<file path="config.mk">
export PLATFORM = sky130hd
export DESIGN_NAME = bitty_fetch
export DESIGN_NICKNAME = d
export VERILOG_FILES = /design/src/rtl/bitty_fetch_pkg.sv /design/src/rtl/bitty_fetch_pc_register.sv /design/src/rtl/bitty_fetch.sv
export SDC_FILE = /design/constraint.sdc
export NUM_CORES = 1
export LEC_CHECK = 0
export BUFFER_PORTS_ARGS = -buffer_cell sky130_fd_sc_hd__buf_2
export CAP_MARGIN = 5
export CORE_MARGIN = 2
export CORE_UTILIZATION = 45
export DETAILED_ROUTE_END_ITERATION = 6
export PLACE_DENSITY = 0.77
export SLEW_MARGIN = 0
export SYNTH_ARGS = -nofsm -noshare
export SYNTH_HDL_FRONTEND = slang
export SYNTH_HIERARCHICAL = 1
export SYNTH_SLANG_ARGS = --single-unit
</file>
<file path="constraint.sdc">
create_clock -name clk -period 3.45 [get_ports clk]
set_input_delay 0.5175 -clock clk [delete_from_list [all_inputs] [get_ports clk]]
set_output_delay 0.5175 -clock clk [all_outputs]
set_load 0.1 [all_outputs]
</file>
<file path="src/rtl/bitty_fetch_pkg.sv">
// bitty_fetch_pkg
//   Shared definitions for the bitty instruction fetch stage.
//   - INSTR_WIDTH : instruction word width, shared with the bitty core
//   - state_t     : fetch sequencer states
package bitty_fetch_pkg;

    localparam int unsigned INSTR_WIDTH = 16;

    typedef enum logic [2:0] {
        IDLE,
        FETCH,
        WAIT_MEM,
        ISSUE,
        EXEC,
        HALT
    } state_t;

endpackage

</file>
<file path="src/rtl/bitty_fetch_pc_register.sv">
// pc_register
//   Program counter register for the bitty fetch stage.
//   Ports:
//     clk    in   clock
//     reset  in   asynchronous active-high reset, clears value to 0
//     clear  in   synchronous clear to 0 (takes priority over inc)
//     inc    in   synchronous increment by 1
//     value  out  current counter value
module pc_register #(
    parameter int unsigned ADDR_WIDTH = 8
) (
    input  logic                  clk,
    input  logic                  reset,
    input  logic                  clear,
    input  logic                  inc,
    output logic [ADDR_WIDTH-1:0] value
);

    always_ff @(posedge clk or posedge reset) begin
        if (reset) begin
            value <= '0;
        end else if (clear) begin
            value <= '0;
        end else if (inc) begin
            value <= value + 1'b1;
        end
    end

endmodule

</file>
<file path="src/rtl/bitty_fetch.sv">
// bitty_fetch
//   Instruction fetch stage feeding the bitty core. Owns the program counter,
//   reads one word per instruction from a synchronous program memory, issues
//   it to bitty with a one-cycle run pulse and waits for done before moving on.
//   Halts after the word at PROG_LEN-1.
//   Ports:
//     clk          in   clock
//     reset        in   asynchronous active-high reset
//     start        in   begin execution at pc 0 (honoured in IDLE/HALT only)
//     mem_rd_en    out  program memory read strobe
//     mem_addr     out  program memory address (equals pc)
//     mem_data     in   read data, valid one cycle after mem_rd_en
//     instruction  out  registered instruction word to bitty
//     run          out  one-cycle issue pulse to bitty
//     done         in   completion from bitty (observed in EXEC only)
//     pc           out  program counter
//     busy         out  high outside IDLE and HALT
//     halted       out  high in HALT
module bitty_fetch
    import bitty_fetch_pkg::*;
#(
    parameter int unsigned ADDR_WIDTH = 8,
    parameter int unsigned PROG_LEN   = 256
) (
    input  logic                   clk,
    input  logic                   reset,
    input  logic                   start,
    output logic                   mem_rd_en,
    output logic [ADDR_WIDTH-1:0]  mem_addr,
    input  logic [INSTR_WIDTH-1:0] mem_data,
    output logic [INSTR_WIDTH-1:0] instruction,
    output logic                   run,
    input  logic                   done,
    output logic [ADDR_WIDTH-1:0]  pc,
    output logic                   busy,
    output logic                   halted
);

    localparam logic [ADDR_WIDTH-1:0] LAST_PC = ADDR_WIDTH'(PROG_LEN - 1);

    state_t state;
    state_t state_next;
    logic   pc_clear;
    logic   pc_inc;

    pc_register #(
        .ADDR_WIDTH(ADDR_WIDTH)
    ) u_pc (
        .clk   (clk),
        .reset (reset),
        .clear (pc_clear),
        .inc   (pc_inc),
        .value (pc)
    );

    always_ff @(posedge clk or posedge reset) begin
        if (reset) begin
            state <= IDLE;
        end else begin
            state <= state_next;
        end
    end

    always_comb begin
        state_next = state;
        pc_clear   = 1'b0;
        pc_inc     = 1'b0;
        case (state)
            IDLE, HALT: begin
                if (start) begin
                    pc_clear   = 1'b1;
                    state_next = FETCH;
                end
            end
            FETCH:    state_next = WAIT_MEM;
            WAIT_MEM: state_next = ISSUE;
            ISSUE:    state_next = EXEC;
            EXEC: begin
                if (done) begin
                    // The last word halts without incrementing, so pc never wraps.
                    if (pc == LAST_PC) begin
                        state_next = HALT;
                    end else begin
                        pc_inc     = 1'b1;
                        state_next = FETCH;
                    end
                end
            end
            default: state_next = IDLE;
        endcase
    end

    // Instruction only changes on the WAIT_MEM edge, keeping it stable
    // through the run pulse and the whole EXEC window.
    always_ff @(posedge clk or posedge reset) begin
        if (reset) begin
            instruction <= '0;
        end else if (state == WAIT_MEM) begin
            instruction <= mem_data;
        end
    end

    // All strobes decode from the state register only, so they fall
    // immediately on reset and have no path from start/done.
    assign mem_rd_en = (state == FETCH);
    assign run       = (state == ISSUE);
    assign busy      = (state != IDLE) && (state != HALT);
    assign halted    = (state == HALT);
    assign mem_addr  = pc;

endmodule

</file>
-- After elaboration in Yosys (flattened, before gate mapping)
Index checks and enable logic that the tools add are counted.
W data, S select, Z words.
- flip-flop bits (word level): 27
- bits of input ports: 20
- output and inout bits: 36
- word-level logic and storage cells: 30
- $add $sub $neg: 1
- equal/unequal tests: 9
- muxes and demuxes: 11
- reductions and logical operators: 6
- operators with widths (operator ; count):
    $mux W8 ; 2
    $pmux W3 S5 ; 1
    $mux W3 ; 3
    $add A8 B1 Y8 const B ; 1
    $eq A8 B8 Y1 const B ; 1
    $eq A3 B2 Y1 const B ; 2
    $eq A3 B3 Y1 const B ; 2
    $mux W1 ; 5
    $ne A2 B2 Y1 const B ; 2
    $eq A3 B1 Y1 const B ; 1
    $logic_not A3 Y1 ; 1
    $ne A3 B3 Y1 const B ; 1
    $reduce_bool A3 Y1 ; 1
    $reduce_and A2 Y1 ; 1
    $reduce_bool A2 Y1 ; 1
    $reduce_or A2 Y1 ; 1
    $logic_and A1 B1 Y1 ; 1

-- Logic depth before layout (Yosys ltp)
- depth in word-level cells: 6
- mapped depth: 8
- gate-level depth less buffers: 6

-- Hierarchy
Netlist, hierarchy kept.
- modules (own cells, without submodules) (module ; instances ; cells an instance ; area an instance (um2)):
    bitty_fetch ; 1 ; 67 ; 874.6
    pc_register ; 1 ; 38 ; 400.4

-- Worst setup path before layout
No wires, ideal clock.
- kind: flip-flop to output port
- start point: register state[2]
- end point: output port run
- arrival time: 2.779 ns
- data required time: 2.932 ns
- path slack: 0.154 ns
- cell stages (with the launch flop): 3
- path through: dfrtp_1 buf_2 nor3b_1
- word-level cells in the longest chain between the ends: 1
- ends and longest elaborated chain (element ; RTL line ; RTL):
    start, declared ; bitty_fetch.sv:41 ; state_t state;
    start signal, assigned ; bitty_fetch.sv:60 ; state <= state_next;
    $eq A3 B2 Y1 ; bitty_fetch.sv:106 ; assign run = (state == ISSUE);
    end, declared ; bitty_fetch.sv:32 ; output logic run,
Every way passes these cells.

-- Worst setup path in the final report
- start point: register state[0]
- end point: output port run
Same word-level chain as after synthesis.

==> impl_results.md <==
- Count leader, synth: dfrtp_1
- Commonest cells post-synth: dfrtp_1 (27), mux2_2 (16), buf_4 (11)
- Yosys top cell area share: 52.99%
- Crit path largest cell delay: between 0.5 and 0.6 ns
- Initial antenna violation count: 0
- Peak Freq: 0.4565 GHz
- Initial DRC Count: 15
- Area of the multi-input gates: 489.2 um2
- Synth async-reset ratio: 100.0%
- Die W: 57.23 um
- Outcome: completed
- Clock Tree Buf Depth: 2
- Iteration count of the initial detailed-routing pass: 6
- Vias: 943
- Storage cell area: 675.6 um2
- Critical Path RT: 2.93 ns
- Worst Skew: roughly 0.010 ns
- Hold_buf cts: 0
- Drt drc: 0
- Post-synthesis cell type count: 28
- Total global routing overflow: 0
- Max cap viols: 0
- Post-CTS Resized: 0
- Post-CTS Setup Repair Bufs: 0
- Fill cells: 241
- TritonCTS Sinks: 27
- Mapped Area: 0.001275 mm2
- Crit-path slowest cell: dfrtp_1
- Die ar.: 0.003275 mm2
- Post-synth EDFFs: 0
- Worst-path cell chain: nor3b_1 -> buf_2
- CP arrival: 1.67 ns
- Synth Area per Inst: roughly 12 um2
- Worst-Margin Slew: 0.7196 ns
- Post-synth top area cell: dfrtp_1
- Die Y: 57.23 um
- Final #Nets: 173
- Clock slew at reported path FFs: about 0.14 ns
- GP Congestion: 0.7848
- Synthesized Nets: between 100 and 150
- CP endpoint kind: output port
- Synthesis-stage register bit count: 27
- Ys flop type: dfrtp_1
- Number of diodes: 0
- Final setup violation count: 0
- Pin count of the biggest net entering global routing: 20
- Placeable core area: 0.002734 mm2
- Initial Util: 46.64%
- First-pass GRT wire length: 4015 um
- IO buf count: 55
- Routed WL: 2380 um
- Tot GR Track Use: 15.67%
- Top cells by area, synth: dfrtp_1 (53%), mux2_2 (14%), buf_4 (6.5%), nor2_1 (2.1%), o2111ai_4 (2.1%)
- Critical path startpoint category: register
- Core Rows: 19
- CP Max Fanout: 9
- DP Wirelength: 1821 um
- Drt via density: 5.181
- Clk root buf: clkbuf_4
- HP Class: input port to asynchronous set/reset pin
- TritonCTS clock tree: yes
- I/O pin count: 56
- Drt wl/cell: 13.08 um
- Crit-path leading delay family: flip-flops
- Worst rel slew slack: 51.87%
- Post-route ant nets: 0
- Sequential fraction of the synthesis area: 52.99%
- Warnings, synthesis: 6
- Clock buffer count from CTS: 3
- H-Tree Depth: 1
- Area delta synth->final: 18.94%
- Ratio of cells with drive above 1 in the final layout: 51.66%
- Min Tclk post-route: 2.190 ns
- Vias in the first global route: 910
- Clk_lat worst skew: 0.32 ns
- Setup TNS: 0 ns
- Fin. Hold Viols: 0
- Slew Limit Fails: 0
- WP buf/inv: 1
- RSZ-0062 raised after global routing: no
- Cells after Synth: 105
- Period Utilization, post-route: between 60% and 70%
- WS Path Type: register to output port
## kinds of logic (layout without fill, tap and decap cells)
group           count (synthesis)  in the layout  synth area share [%]
flops                          27             27                 52.99
xor+xnor                        5              5                 3.435
fa+ha+maj                       1              1                0.9812
mux                            17             17                 14.92
compound gates                 12             12                 6.969
simple gates                   27             27                 12.07
buf+inv                        16             62                 8.635
## layout by cell type, fill, tap and decap left out
cell	count
buf_2	55
dfrtp_1	27
mux2_2	16
nor2_1	7
nand4_1	4
o21ai_0	4
a21oi_1	4
nand2_1	3
clkbuf_4	3
or3_1	3
xor2_1	3
nor3b_1	2
xnor2_1	2
and3_1	2
inv_1	2
nand3_1	2
inv_2	1
nor3_4	1
o211ai_1	1
o31ai_1	1
or2_2	1
nand2b_1	1
nor2b_1	1
o21a_1	1
clkbuf_1	1
o2111ai_4	1
mux2i_1	1
ha_1	1
## state kept, by name, indices dropped and copies added (netlist names)
register	flops
u_pc/value	8
instruction	16
state	3
## metal layers
metal	vias to the layer above	share of wire, %	GRT usage, %
met2	41	48	26.44
met3	4	7.8	3.628
met5	-	0	0
met1	445	43	19.61
li1	453	-	-
met4	0	1.1	5.980
## path summary, 6_finish.rpt
check | cells after the start | startpoint | to | slack (ns)
worst max-delay path | 2 | state[0] | run | 1.26
worst min-delay path | 2 | reset | u_pc/value[1] | 0.13
worst max register to register | 6 | state[0] | u_pc/value[5] | 1.40
worst min register to register | 1 | instruction[7] | instruction[7] | 0.52
max in group asynchronous | 2 | reset | instruction[2] | 2.73
min in group clk | 2 | mem_data[14] | instruction[14] | 0.42
## through the flow
stage                     worst slack (ns)  instances  util, %  cell area, um2  hold slack, ns
final                                1.260        182    55.47            1516          0.1285
after global routing                 1.127        182    55.47            1516          0.1383
after CTS                            1.237        182    55.47            1516          0.1355
after detailed placement             1.351        178    54.51            1490          0.4900
after global placement               1.443        178    54.51            1490          0.4841
after floorplan                     0.1540        105        -            1275          0.3332
## layout make-up
type                            instances  share of cell area, %
Timing Repair Buffer                   55                  18.15
Clock buffer                            4                  1.733
Sequential cell                        27                  44.55
Tap cell                               31                  2.558
Multi-Input combinational cell         62                  32.26
Inverter                                3                 0.7426
Power is not shown: default switching activity piles up to over one toggle a cycle in this logic, so the estimate is an artifact.
